===== config.mk =====
export PLATFORM = sky130hd
export DESIGN_NAME = fetch_stage
export DESIGN_NICKNAME = d
export VERILOG_FILES = /design/src/rtl/fetch_stage.sv
export SDC_FILE = /design/constraint.sdc
export NUM_CORES = 1
export LEC_CHECK = 0
export ABC_AREA = 1
export CORE_ASPECT_RATIO = 1.4
export CORE_UTILIZATION = 52
export DETAILED_ROUTE_END_ITERATION = 16
export PLACE_DENSITY_LB_ADDON = 0.12
export SYNTH_ARGS = -nofsm -noshare
export SYNTH_HDL_FRONTEND = slang
export SYNTH_SLANG_ARGS = --single-unit

===== constraint.sdc =====
create_clock -name clk -period 7.4 [get_ports clk]
set_clock_uncertainty 0.1 [all_clocks]
set_input_delay 2.22 -clock clk [delete_from_list [all_inputs] [get_ports clk]]
set_output_delay 2.22 -clock clk [all_outputs]
set_load 0.02 [all_outputs]

===== src/rtl/fetch_stage.sv =====
// fetch_stage: instruction-fetch front end. Owns the program counter, reads
// the combinational instruction memory, and presents one instruction at a
// time to decode through a valid/ready register. Redirects (JR > J/JAL >
// branch) arrive with the handshake of the presented instruction; a halt
// word stops fetching until reset.
module fetch_stage #(
    parameter logic [31:0] RESET_PC  = 32'h0000_0000,
    parameter logic [31:0] HALT_WORD = 32'hFFFF_FFFF
) (
    input  logic        clk,
    input  logic        rst,
    output logic [31:0] imem_adr,
    input  logic [31:0] imem_data,
    output logic        out_valid,
    input  logic        out_ready,
    output logic [31:0] out_inst,
    output logic [31:0] out_pc,
    output logic [31:0] out_pc4,
    input  logic        br_taken,
    input  logic [15:0] br_imm,
    input  logic        jmp,
    input  logic [25:0] jmp_addr,
    input  logic        jr,
    input  logic [31:0] jr_target,
    output logic        halted,
    output logic [31:0] fetch_count
);

    typedef enum logic {
        ST_RUN  = 1'b0,
        ST_HALT = 1'b1
    } state_t;

    state_t      r_state;
    logic [31:0] r_pc;
    logic        r_out_valid;
    logic [31:0] r_out_inst;
    logic [31:0] r_out_pc;
    logic [31:0] r_fetch_count;

    state_t      w_state_nxt;
    logic [31:0] w_pc_nxt;
    logic        w_valid_nxt;
    logic [31:0] w_inst_nxt;
    logic [31:0] w_out_pc_nxt;

    logic        w_hs;
    logic        w_redir;
    logic        w_load;
    logic        w_is_halt;
    logic [31:0] w_out_pc4;
    logic [31:0] w_br_off;
    logic [31:0] w_br_target;
    logic [31:0] w_jmp_target;
    logic [31:0] w_target;

    assign w_hs      = r_out_valid & out_ready;
    assign w_redir   = w_hs & (br_taken | jmp | jr);
    assign w_load    = (r_state == ST_RUN) & (~r_out_valid | out_ready) & ~w_redir;
    assign w_is_halt = (imem_data == HALT_WORD);

    assign w_out_pc4    = r_out_pc + 32'd4;
    assign w_br_off     = {{14{br_imm[15]}}, br_imm, 2'b00};
    assign w_br_target  = w_out_pc4 + w_br_off;
    assign w_jmp_target = {w_out_pc4[31:28], jmp_addr, 2'b00};

    // Redirect target selection: JR beats J/JAL beats a taken branch.
    always_comb begin
        w_target = w_br_target;
        if (jmp) w_target = w_jmp_target;
        if (jr)  w_target = jr_target;
    end

    // Next-state and next-register values for one cycle, in event priority order.
    always_comb begin
        // NOTE: every output of this block gets a default first so no path leaves it unassigned, which would infer a latch.
        w_state_nxt  = r_state;
        w_pc_nxt     = r_pc;
        w_valid_nxt  = r_out_valid;
        w_inst_nxt   = r_out_inst;
        w_out_pc_nxt = r_out_pc;
        if (w_redir) begin
            // The word currently on imem_data belongs to the wrong path.
            w_pc_nxt    = w_target;
            w_valid_nxt = 1'b0;
        end else if (w_load && w_is_halt) begin
            // pc stays on the halt word so imem_adr keeps pointing at it.
            w_state_nxt = ST_HALT;
            w_valid_nxt = 1'b0;
        end else if (w_load) begin
            w_inst_nxt   = imem_data;
            w_out_pc_nxt = r_pc;
            w_valid_nxt  = 1'b1;
            w_pc_nxt     = r_pc + 32'd4;
        end else if (w_hs) begin
            w_valid_nxt = 1'b0;
        end
    end

    // State, pc, output register and handshake counter; reset wins over all.
    always_ff @(posedge clk) begin
        // NOTE: sequential state uses non-blocking assignments so every register samples pre-edge values.
        if (rst) begin
            r_state       <= ST_RUN;
            r_pc          <= RESET_PC;
            r_out_valid   <= 1'b0;
            r_out_inst    <= 32'd0;
            r_out_pc      <= 32'd0;
            r_fetch_count <= 32'd0;
        end else begin
            r_state     <= w_state_nxt;
            r_pc        <= w_pc_nxt;
            r_out_valid <= w_valid_nxt;
            r_out_inst  <= w_inst_nxt;
            r_out_pc    <= w_out_pc_nxt;
            if (w_hs) r_fetch_count <= r_fetch_count + 32'd1;
        end
    end

    assign imem_adr    = r_pc;
    assign out_valid   = r_out_valid;
    assign out_inst    = r_out_inst;
    assign out_pc      = r_out_pc;
    assign out_pc4     = w_out_pc4;
    assign halted      = (r_state == ST_HALT);
    assign fetch_count = r_fetch_count;

endmodule


Yosys cells after proc, flatten, opt, wreduce, memory -nomap -nowiden
Index checks and enable logic that the tools add are counted.

Mux-type cells: 7. Bitwise operators: 11. $add $sub $neg: 4. Reduce and logical (&&, ||, !) cells: 7. Equal/unequal tests: 2.

Operator list (number): $mux W32 (5); $add A32 B3 Y32 const B (2); $add A32 B1 Y32 const B (1); $add A32 B32 Y32 (1); $eq A32 B32 Y1 const B (1); $and A1 B1 Y1 (4); $not A1 Y1 (4); $reduce_and A2 Y1 (2); $reduce_bool A2 Y1 (2); $or A1 B1 Y1 (3); $reduce_and A3 Y1 (1); $reduce_or A3 Y1 (1); $mux W1 (2); $ne A2 B2 Y1 const B (1); $logic_and A1 B1 Y1 (1).

Word-level logic and storage cells: 37. Output and inout port bits: 162. Flip-flop bits (word level): 130.

Logic depth before layout (Yosys ltp)
Gate-level depths: netlist of run 1.

Depth in word-level cells: 8. Mapped depth: 24. Mapped depth without buffers: 24.

Worst setup path after synthesis of run 1
Ideal clock, no wire load.

Path type: register to output. Start: register r_out_pc[3] (netlist: out_pc[3]). End: output port out_pc4[26]. Path buffers: 0. Data arrival time: 1.849 ns. Setup slack: 3.231 ns. Data required time: 5.080 ns. Stages on the path, launching flop included: 9. Path through: dfxtp_1 -> ha_1 -> nand3_1 -> nor2_2 -> nand3_1 -> nor4_1 -> nand3_1 -> xor2_1 -> inv_1.

Cells in the longest elaborated chain, start to end: 1.

Ends and longest elaborated chain: start: declaration (line 38) `logic [31:0] r_out_pc;`; start signal: assignment (line 115) `r_out_pc <= w_out_pc_nxt;`; $add A32 B3 Y32 (line 62) `assign w_out_pc4 = r_out_pc + 32'd4;`; end: declaration (line 18) `output logic [31:0] out_pc4,`.

Every way passes these cells.

Worst setup path in the final report of run 1
Start: register r_out_pc[3] (netlist: out_pc[3]). End: output port out_pc4[30].

Same word-level chain as after synthesis.

==> flow_metrics.tcl, run 1 <==
set metrics [dict create \
    status "finished, final reports clean" \
    cts_tree "done" \
    startpoint "out_pc[3]" \
    drtPass1Iterations 5 \
    syn_avg_cell_area_sq_um 6.36 \
    setup_ws_ns 1.80 \
    cts.htree.levels 4 \
    yosys_register_bits 130 \
    combinationalPowerShare 0.301 \
    max_freq_mhz 179 \
    crit_type "register to output port" \
    synthTopCellsByArea "dfxtp_1 (29%), nand2_1 (12%), nor2_1 (8.4%), inv_1 (7.0%), a21oi_1 (6.3%)" \
    grt_pass1_wl_mm 53.3 \
    wire_per_inst_microns 18.0 \
    p_switching_mw 0.884 \
    critPathBufInv 2 \
    hold_class "register to register" \
    core_sq_um 16900 \
    power.density_nw_per_um2 194 \
    period_share 0.757 \
    numCtsBuffers 17 \
    min_from "out_inst[1]" \
    p_seq_frac 0.342 \
    die-area_sq_um 17900 \
    drc_errors 0 \
    avgViaCountPerCell 5.69 \
    die_h_microns 158 \
    rsz0062_at_grt "false" \
    r2r_start "out_pc[3]" \
    crit_slowest_cell "nor4_1" \
    clkSinkCount 130 \
    finalCriticalPeriod_ns 5.60 \
    p_int_mw 1.55 \
    wl_mm 34.4 \
    start_util 0.535 \
    diodes 0 \
    hold_viol_final 0 \
    ys_warn_count 0 \
    io_buffers 273 \
    grt_pass1_vias 10500 \
    worst_path_dominant_cell_family "simple AND/OR/NAND/NOR gates" \
    setup-tns-final_ns 0 \
    crit_path_max_fanout 4 \
    finalSetupViolations 0 \
    hold_buffers 0 \
    p_total_mw 2.43 \
    peakVddDrop_mv 0.170 \
    grt_usage 0.385 \
    post_cts_resized 0 \
    synthCells 1420 \
    crit_path_cell_trace "ha_1 -> nand3_1 -> nor4_1 -> nand2_1 -> xor2_1 -> inv_1 -> clkdlybuf4s50_1" \
    fin_nets 1818 \
    slew_violations 0 \
    postRouteAntennaNets 0 \
    drive_above_1_share 0.0481 \
    synth-edff-count 0 \
    antenna_found_initial 0 \
    initialDrtViolationCount 833 \
    clk_pin_slew_ns 0.07 \
    maxCapViolations 0 \
    yosysSeqAreaShare 0.288 \
    synth_area_sq_um 9030 \
    hpwl_mm 26.2 \
    ys_async_sr_fraction 0 \
    slew_headroom 0.214 \
    grt-ovfl-total 0 \
    nFillCells 1405 \
    ios 274 \
    cp_data_arrival_time_ns 3.28 \
    synth_top_cell_area_share 0.288 \
    syn-num-nets 1568 \
    place_congestion 0.970 \
    area_delta_synth_final_pct 38.7 \
    clockBufferDepth 2 \
    multi_input_area_sq_um 5580 \
    root_buffer "clkbuf_16" \
    seq_area_sq_um 2600 \
    utilization 0.741 \
    die_w_microns 113 \
    grt_max_degree 71 \
    ys.flop_type "dfxtp_1" \
    yosysMostFrequentCell "nand2_1" \
    end_kind "output port" \
    cp_data_required_time_ns 5.08 \
    clockPowerShare 0.358 \
    rows 56 \
    swShare 0.364 \
    p_leak_nw 5.34 \
    vias 10900 \
    critPathMaxStageDelay_ns 0.98 \
    synth_common_cells "nand2_1 (299), nor2_1 (202), inv_1 (169)" \
    yosysUniqueCellTypes 50 \
    clkLatencyLatePin_ns 0.42 \
    synth.largest_area_cell "dfxtp_1" \
    worstSetupStartpointType "register" \
    cts_setup_buffers 0 \
    tightest_slew_ns 1.17 \
    pre_cts_ws_ns 2.05 \
]
[cells by family after synthesis]
group | share of synthesized area
xor+xnor | 0.0446
fa+ha+maj | 0.0507
compound gates | 0.190
flops | 0.288
buf+inv | 0.0956
simple gates | 0.329
mux | 0.00111
[layout by cell type, fill, tap and decap left out, types with 5 or more instances in the layout]
| cell type | Yosys | layout |
|---|---|---|
| o21ai_0 | 109 | 109 |
| a31oi_1 | 7 | 7 |
| inv_2 | 5 | 6 |
| o21a_1 | 6 | 6 |
| nand4_1 | 32 | 32 |
| nor4_1 | 11 | 11 |
| nor2_2 | 10 | 11 |
| o211ai_1 | 10 | 10 |
| inv_1 | 169 | 168 |
| o21bai_1 | 7 | 7 |
| ha_1 | 35 | 35 |
| nand2_2 | 8 | 8 |
| nand2_1 | 299 | 299 |
| a221oi_1 | 21 | 21 |
| clkdlybuf4s50_1 | 0 | 273 |
| clkbuf_16 | 0 | 17 |
| nor3_1 | 27 | 27 |
| xor2_1 | 30 | 30 |
| inv_6 | 0 | 5 |
| nand3_1 | 69 | 69 |
| a21oi_1 | 113 | 113 |
| o21ai_1 | 8 | 7 |
| inv_8 | 0 | 6 |
| xnor2_1 | 16 | 16 |
| buf_4 | 3 | 7 |
| nor2_1 | 202 | 201 |
| dfxtp_1 | 130 | 130 |
| nand3b_1 | 5 | 5 |
[sequential cells by signal, indices dropped and copies added, names as in the netlist]
register	cells
fetch_count	32
halted	1
imem_adr	32
out_inst	32
out_pc	32
out_valid	1
[worst paths after layout]
path,to,cells after the start,slack [ns]
worst max-delay path,out_pc4[30],7,1.80
worst min register to register,out_inst[1],2,0.38
worst max register to register,imem_adr[31],19,3.42
worst min-delay path,out_inst[1],2,0.38
[worst min-delay path, stage by stage, from the launching register on]
cell     delay, ns
dfxtp_1       0.33
nor2_1        0.05
nor2_1        0.08
[power by group through the flow]
stage	Sequential [mW]	Clock (mW)	Combinational (mW)
floorplan	0.883	0	0.350
global placement	0.842	0	0.711
detailed placement	0.842	0	0.715
CTS	0.827	0.874	0.722
global route	0.836	0.904	0.789
finish	0.830	0.870	0.731
[per-layer routing]
| layer | global-route usage | part of all wire | vias up | wire length, microns |
|---|---|---|---|---|
| met5 | 0 | 0 | - | 0 |
| met1 | 0.427 | 0.38 | 5032 | 12900 |
| li1 | - | - | 5215 | - |
| met2 | 0.682 | 0.49 | 530 | 16900 |
| met3 | 0.0643 | 0.072 | 118 | 2490 |
| met4 | 0.241 | 0.062 | 0 | 2140 |
[per-stage QoR]
stage | std cells | cell area, sq um | hold WS (ns)
2_1_floorplan | 1420 | 9030 | 0.447
3_3_place_gp | 1883 | 11900 | 0.362
3_5_place_dp | 1883 | 11900 | 0.372
4_1_cts | 1915 | 12500 | 0.388
5_1_grt | 1915 | 12500 | 0.399
6_report | 1915 | 12500 | 0.384
[final cells by class]
| class | count | area share |
|---|---|---|
| Multi-Input combinational cell | 1066 | 0.445 |
| Timing Repair Buffer | 280 | 0.222 |
| Tap cell | 232 | 0.0232 |
| Clock inverter | 15 | 0.0146 |
| Inverter | 175 | 0.0525 |
| Sequential cell | 130 | 0.208 |
| Clock buffer | 17 | 0.0340 |
Note: power is estimated with default switching activity, not from simulation.
==> run 2, diff against run 1 <==
CORE_UTILIZATION = 44   (was 52)
clock period = 5.06 ns   (was 7.4 ns; I/O delays follow)
==> run 2 against run 1 <==
Against the previous run: power is 46% higher; cell area is 0.69% higher; flip-flop and latch count stayed put; die area is 18% higher; highest routed layer unchanged; hold slack worse by 0.0042 ns; via count is 1.6% lower; first-iteration DRC count is 7.9% lower; global-route usage is 4.4 points lower; wire length is 3.6% higher; worst setup slack worse by 1.5 ns; non-clock buffer count is 10 higher.
==> flow_metrics.tcl, run 2 (same netlist as run 1, synthesis figures left out) <==
set metrics [dict create \
    cts.htree.levels 4 \
    finalSetupViolations 0 \
    start_util 0.451 \
    power.density_nw_per_um2 283 \
    cp_data_required_time_ns 3.44 \
    slew_violations 0 \
    die_w_microns 123 \
    wl_mm 35.6 \
    clockBufferDepth 2 \
    numCtsBuffers 17 \
    utilization 0.630 \
    diodes 0 \
    p_total_mw 3.56 \
    tightest_slew_ns 0.828 \
    worstSetupStartpointType "register" \
    hpwl_mm 28.2 \
    rows 61 \
    crit_type "register to output port" \
    wire_per_inst_microns 18.3 \
    drive_above_1_share 0.0538 \
    avgViaCountPerCell 5.51 \
    ios 274 \
    dpl_cell_area_sq_um 12000 \
    area_delta_synth_final_pct 39.6 \
    place_congestion 1.04 \
    grt-ovfl-total 0 \
    peakVddDrop_mv 0.207 \
    drtPass1Iterations 7 \
    die-area_sq_um 21100 \
    critPathMaxStageDelay_ns 0.72 \
    crit_path_max_fanout 3 \
    hold_viol_final 0 \
    rsz0062_at_grt "false" \
    r2r_start "out_pc[2]" \
    status "finished, final reports clean" \
    cts_setup_buffers 0 \
    hold_buffers 0 \
    clkLatencyLatePin_ns 0.42 \
    period_share 0.933 \
    cp_data_arrival_time_ns 3.10 \
    root_buffer "clkbuf_16" \
    crit_slowest_cell "nor4_1" \
    final_common_cell "nand2_1" \
    stdcell_area_sq_um 12600 \
    cts_tree "done" \
    clkSinkCount 130 \
    maxCapViolations 0 \
    core_sq_um 20000 \
    initialDrtViolationCount 767 \
    grt_pass1_wl_mm 54.4 \
    die_h_microns 171 \
    setup-tns-final_ns 0 \
    post_cts_resized 0 \
    grt_usage 0.340 \
    p_leak_nw 5.38 \
    hold_class "register to register" \
    io_buffers 273 \
    max_freq_mhz 212 \
    final_cell_mix "nand2_1 (299), clkdlybuf4s50_1 (273), nor2_1 (201)" \
    postRouteAntennaNets 0 \
    crit_path_cell_trace "ha_1 -> nand3_1 -> nor4_1 -> nand2_1 -> xor2_1 -> inv_1 -> clkdlybuf4s50_1" \
    finalCriticalPeriod_ns 4.72 \
    grt_max_degree 71 \
    drc_errors 0 \
    antenna_found_initial 0 \
    end_kind "output port" \
    startpoint "out_pc[2]" \
    fin_nets 1828 \
    clk_pin_slew_ns 0.07 \
    slew_headroom 0.443 \
    min_from "out_inst[29]" \
    grt_pass1_vias 10300 \
    vias 10700 \
]
[run 2: final cells by class]
cell class / count / area, sq um
Clock buffer: 17 / 425
Clock inverter: 15 / 169
Fill cell: 1908 / 7390
Inverter: 175 / 657
Multi-Input combinational cell: 1066 / 5580
Sequential cell: 130 / 2600
Tap cell: 252 / 315
Timing Repair Buffer: 290 / 2860
[run 2: through the flow]
step	instances	worst slack (ns)	hold slack, ns
2_1_floorplan	1420	1.59	0.447
3_3_place_gp	1913	0.540	0.361
3_5_place_dp	1913	0.592	0.373
4_1_cts	1945	0.350	0.385
5_1_grt	1945	0.132	0.402
6_report	1945	0.339	0.379
[run 2: path summary, 6_finish.rpt]
kind                  end  slack, ns  cells after the start
min          out_inst[29]       0.38                      2
min reg2reg  out_inst[29]       0.38                      2
max           out_pc4[30]       0.34                      7
max reg2reg  imem_adr[28]       1.24                     16
[run 2: power by group]
group / total (mW) / switching (mW) / internal [mW]
Clock: 1.26 / 0.553 / 0.705
Sequential: 1.21 / 0.108 / 1.10
Combinational: 1.09 / 0.641 / 0.452
Total: 3.56 / 1.30 / 2.26
[run 2: layer usage]
metal  part of all wire  global-route usage  routed length (microns)  up-vias
met4              0.060               0.202                     2150        0
met3              0.075              0.0703                     2670      121
li1                   -                   -                        -     5247
met5                  0                   0                        0        -
met2               0.50               0.614                    17900      458
met1               0.36               0.360                    13000     4891
[run 2: worst max-delay path: cells and delay by family (launching register included)]
family	cells	cell delay, ns
simple gates	3	1.17
flops	1	0.37
fa+ha+maj	1	0.20
xor+xnor	1	0.23
buf+inv	2	0.71
==> patch, RTL diff (settings of run 2) <==
Put one more register stage on the output `fetch_count`, with the module's reset. The value now appears one clock later. The other outputs are not delayed to match.
--- a/src/rtl/fetch_stage.sv
+++ b/src/rtl/fetch_stage.sv
@@ -123,7 +123,13 @@
     assign out_pc      = r_out_pc;
     assign out_pc4     = w_out_pc4;
     assign halted      = (r_state == ST_HALT);
-    assign fetch_count = r_fetch_count;
+    always_ff @(posedge clk) begin
+        if (rst) begin
+            fetch_count <= '0;
+        end else begin
+            fetch_count <= r_fetch_count;
+        end
+    end
 
 endmodule
 
Check against the original RTL: not equivalent (Yosys sat finds a counterexample within 4 cycles, from zero or initial values and one cycle with rst high).
==> patch against run 2 <==
Sequential cell count grew 32. Count of clock-buffer cells in the layout grew 5. Wire length grew 5.1%. Sequential share of layout area grew 2.8 points. Die area grew 13%. Design area grew 9.8%. Synthesized area grew 14%. Critical path depth grew 5. Power grew 9.9%. Critical path type unchanged. Worst setup slack gained 0.0013 ns. Global-route usage shrank 2.2 points. Combinational power is essentially flat.
==> patch: results (changes against run 2) <==
* Run status: completed
* Synth Area in Adders at 4.46% (-0.61 points)
* Met2 Track Usage GR at 54.8% (-6.7 points)
* P_int at 2640 µW (+17%)
* Crit path DAT at 3.10 ns (about the same)
* M1 GR Usage at 34.9% (-1.1 points)
* Share of layout cells above drive strength 1 at 5.98% (+0.60 points)
* Max Root-Sink Buffers at 2 (unchanged)
* Clk slew on worst S/H paths at 0.06 ns
* DRT iter0 DRCs at 750 (-2.2%)
* Library cells used by synthesis at 52 (+4.0%)
* Root buf cell: clkbuf_16
* Post-synthesis mux area share at 0% (-0.11 points)
* Area contributors post-synth: dfxtp_1 (32%), nand2_1 (12%), nor2_1 (9.4%)
* Post-Synthesis Net Count at 1740 (+11%)
* Worst path max stage delay at 0.67 ns (-0.05 ns)
* Worst hold path class: flip-flop to flip-flop
* Hpwl dp at 29.1 mm (+2.9%)
* YS warnings at 0 (unchanged)
* Clk pwr share at 34.8% (-0.5 points)
* Max VDD drop at 0.000228 V (+10%)
* Max Fanout on Critical Path at 4 (+1)
* Post-layout nets at 1993 (+9.0%)
* Routability cong. at 1.03 (-1.8%)
* DRC errors left at 0 (unchanged)
* Per-cell routed wire length at 17.3 µm (-5.3%)
* Leakage Power at 0.00585 µW (+8.7%)
* Critical path's slowest cell: clkdlybuf4s50_1
* Post-route ant nets at 0 (unchanged)
* Tot GR Track Use at 31.9% (-2.2 points)
* # resized after CTS at 0 (unchanged)
* Cts bufs inserted at 17 (unchanged)
* Setup violators final at 0 (unchanged)
* Commonest cells post-synth: nand2_1 (326), nor2_1 (256), inv_1 (175)
* Antenna violations before repair at 1 (+1)
* Diode count at 0 (unchanged)
* Register area share after synthesis at 31.6% (+2.8 points)
* Post-CTS setup buffers at 0 (unchanged)
* Sw Pwr at 1270 µW (-2.3%)
* Largest net degree at the start of global routing at 59 (-17%)
* Synth Area in XOR/XNOR at 4.95% (+0.49 points)
* Compound-Gate Fraction of Synth Area at 15.6% (-3.4 points)
* Worst-margin pin slew at 0.783 ns (-0.0454 ns)
* Via count at 11.5k (+6.9%)
* Worst skew pair latency at 0.43 ns
* Fill count at 2156 (+13%)
* Placed inst area at 13200 µm² (+10%)
* PortBufs at 273 (unchanged)
* DRT Pass-1 Iters at 8 (+1)
* Comb group at 1090 µW (about the same)
* First-pass GRT wire length at 57.8 mm (+6.2%)
* Met3 Resource Use GR at 6.54% (-0.49 points)
## patch: cell count changes in the layout (fill, tap and decap cells not counted), moves of 5 or more
cell      delta
a21oi_1      +7
a221oi_1    -21
dfxtp_1     +32
inv_1        +6
inv_2       +11
inv_8        -5
nand2_1     +27
nor2_1      +55
nor2_4       +6
nor3_2       +5
o211ai_1     -8
o21ai_0     +25
o22ai_1      +9
xor2_1      +15
## patch: final cells by class
type | count | area [µm²] | area share (%)
Clock buffer | 22 | 454 | 3.28
Clock inverter | 9 | 155 | 1.12
Inverter | 194 | 728 | 5.26
Multi-Input combinational cell | 1181 | 6030 | 43.6
Sequential cell | 162 | 3240 | 23.4
Tap cell | 301 | 377 | 2.72
Timing Repair Buffer | 289 | 2850 | 20.6
## patch: kinds of logic after synthesis
kind of cell,Yosys count
compound gates,301
simple gates,786
flops,162
xor+xnor,58
buf+inv,249
fa+ha+maj,36
## patch: worst paths after layout
check,startpoint,endpoint,slack [ns],cells after the start
max,out_pc[3],out_pc4[22],0.34,12
min reg2reg,r_fetch_count[31],fetch_count[31],0.34,2
min,r_fetch_count[31],fetch_count[31],0.34,2
max reg2reg,out_pc[3],imem_adr[27],1.34,24
## patch: metrics by stage
step | setup WS (ns) | hold slack [ns] | utilization (%) | cells
final | 0.340 | 0.341 | 61.0 | 2158
after global routing | 0.0916 | 0.371 | 61.0 | 2158
after CTS | 0.335 | 0.339 | 61.0 | 2158
after detailed placement | 0.704 | 0.328 | 58.3 | 2127
after global placement | 0.726 | 0.327 | 58.3 | 2127
after floorplan | 1.48 | 0.315 | - | 1592
## patch: routing by layer
layer / up-vias / part of all wire (%) / wire length, µm
met4: 2 / 6.2 / 2330
met1: 5175 / 38 / 14200
met5: - / 0.040 / 15
li1: 5678 / - / -
met2: 481 / 49 / 18300
met3: 122 / 6.9 / 2590
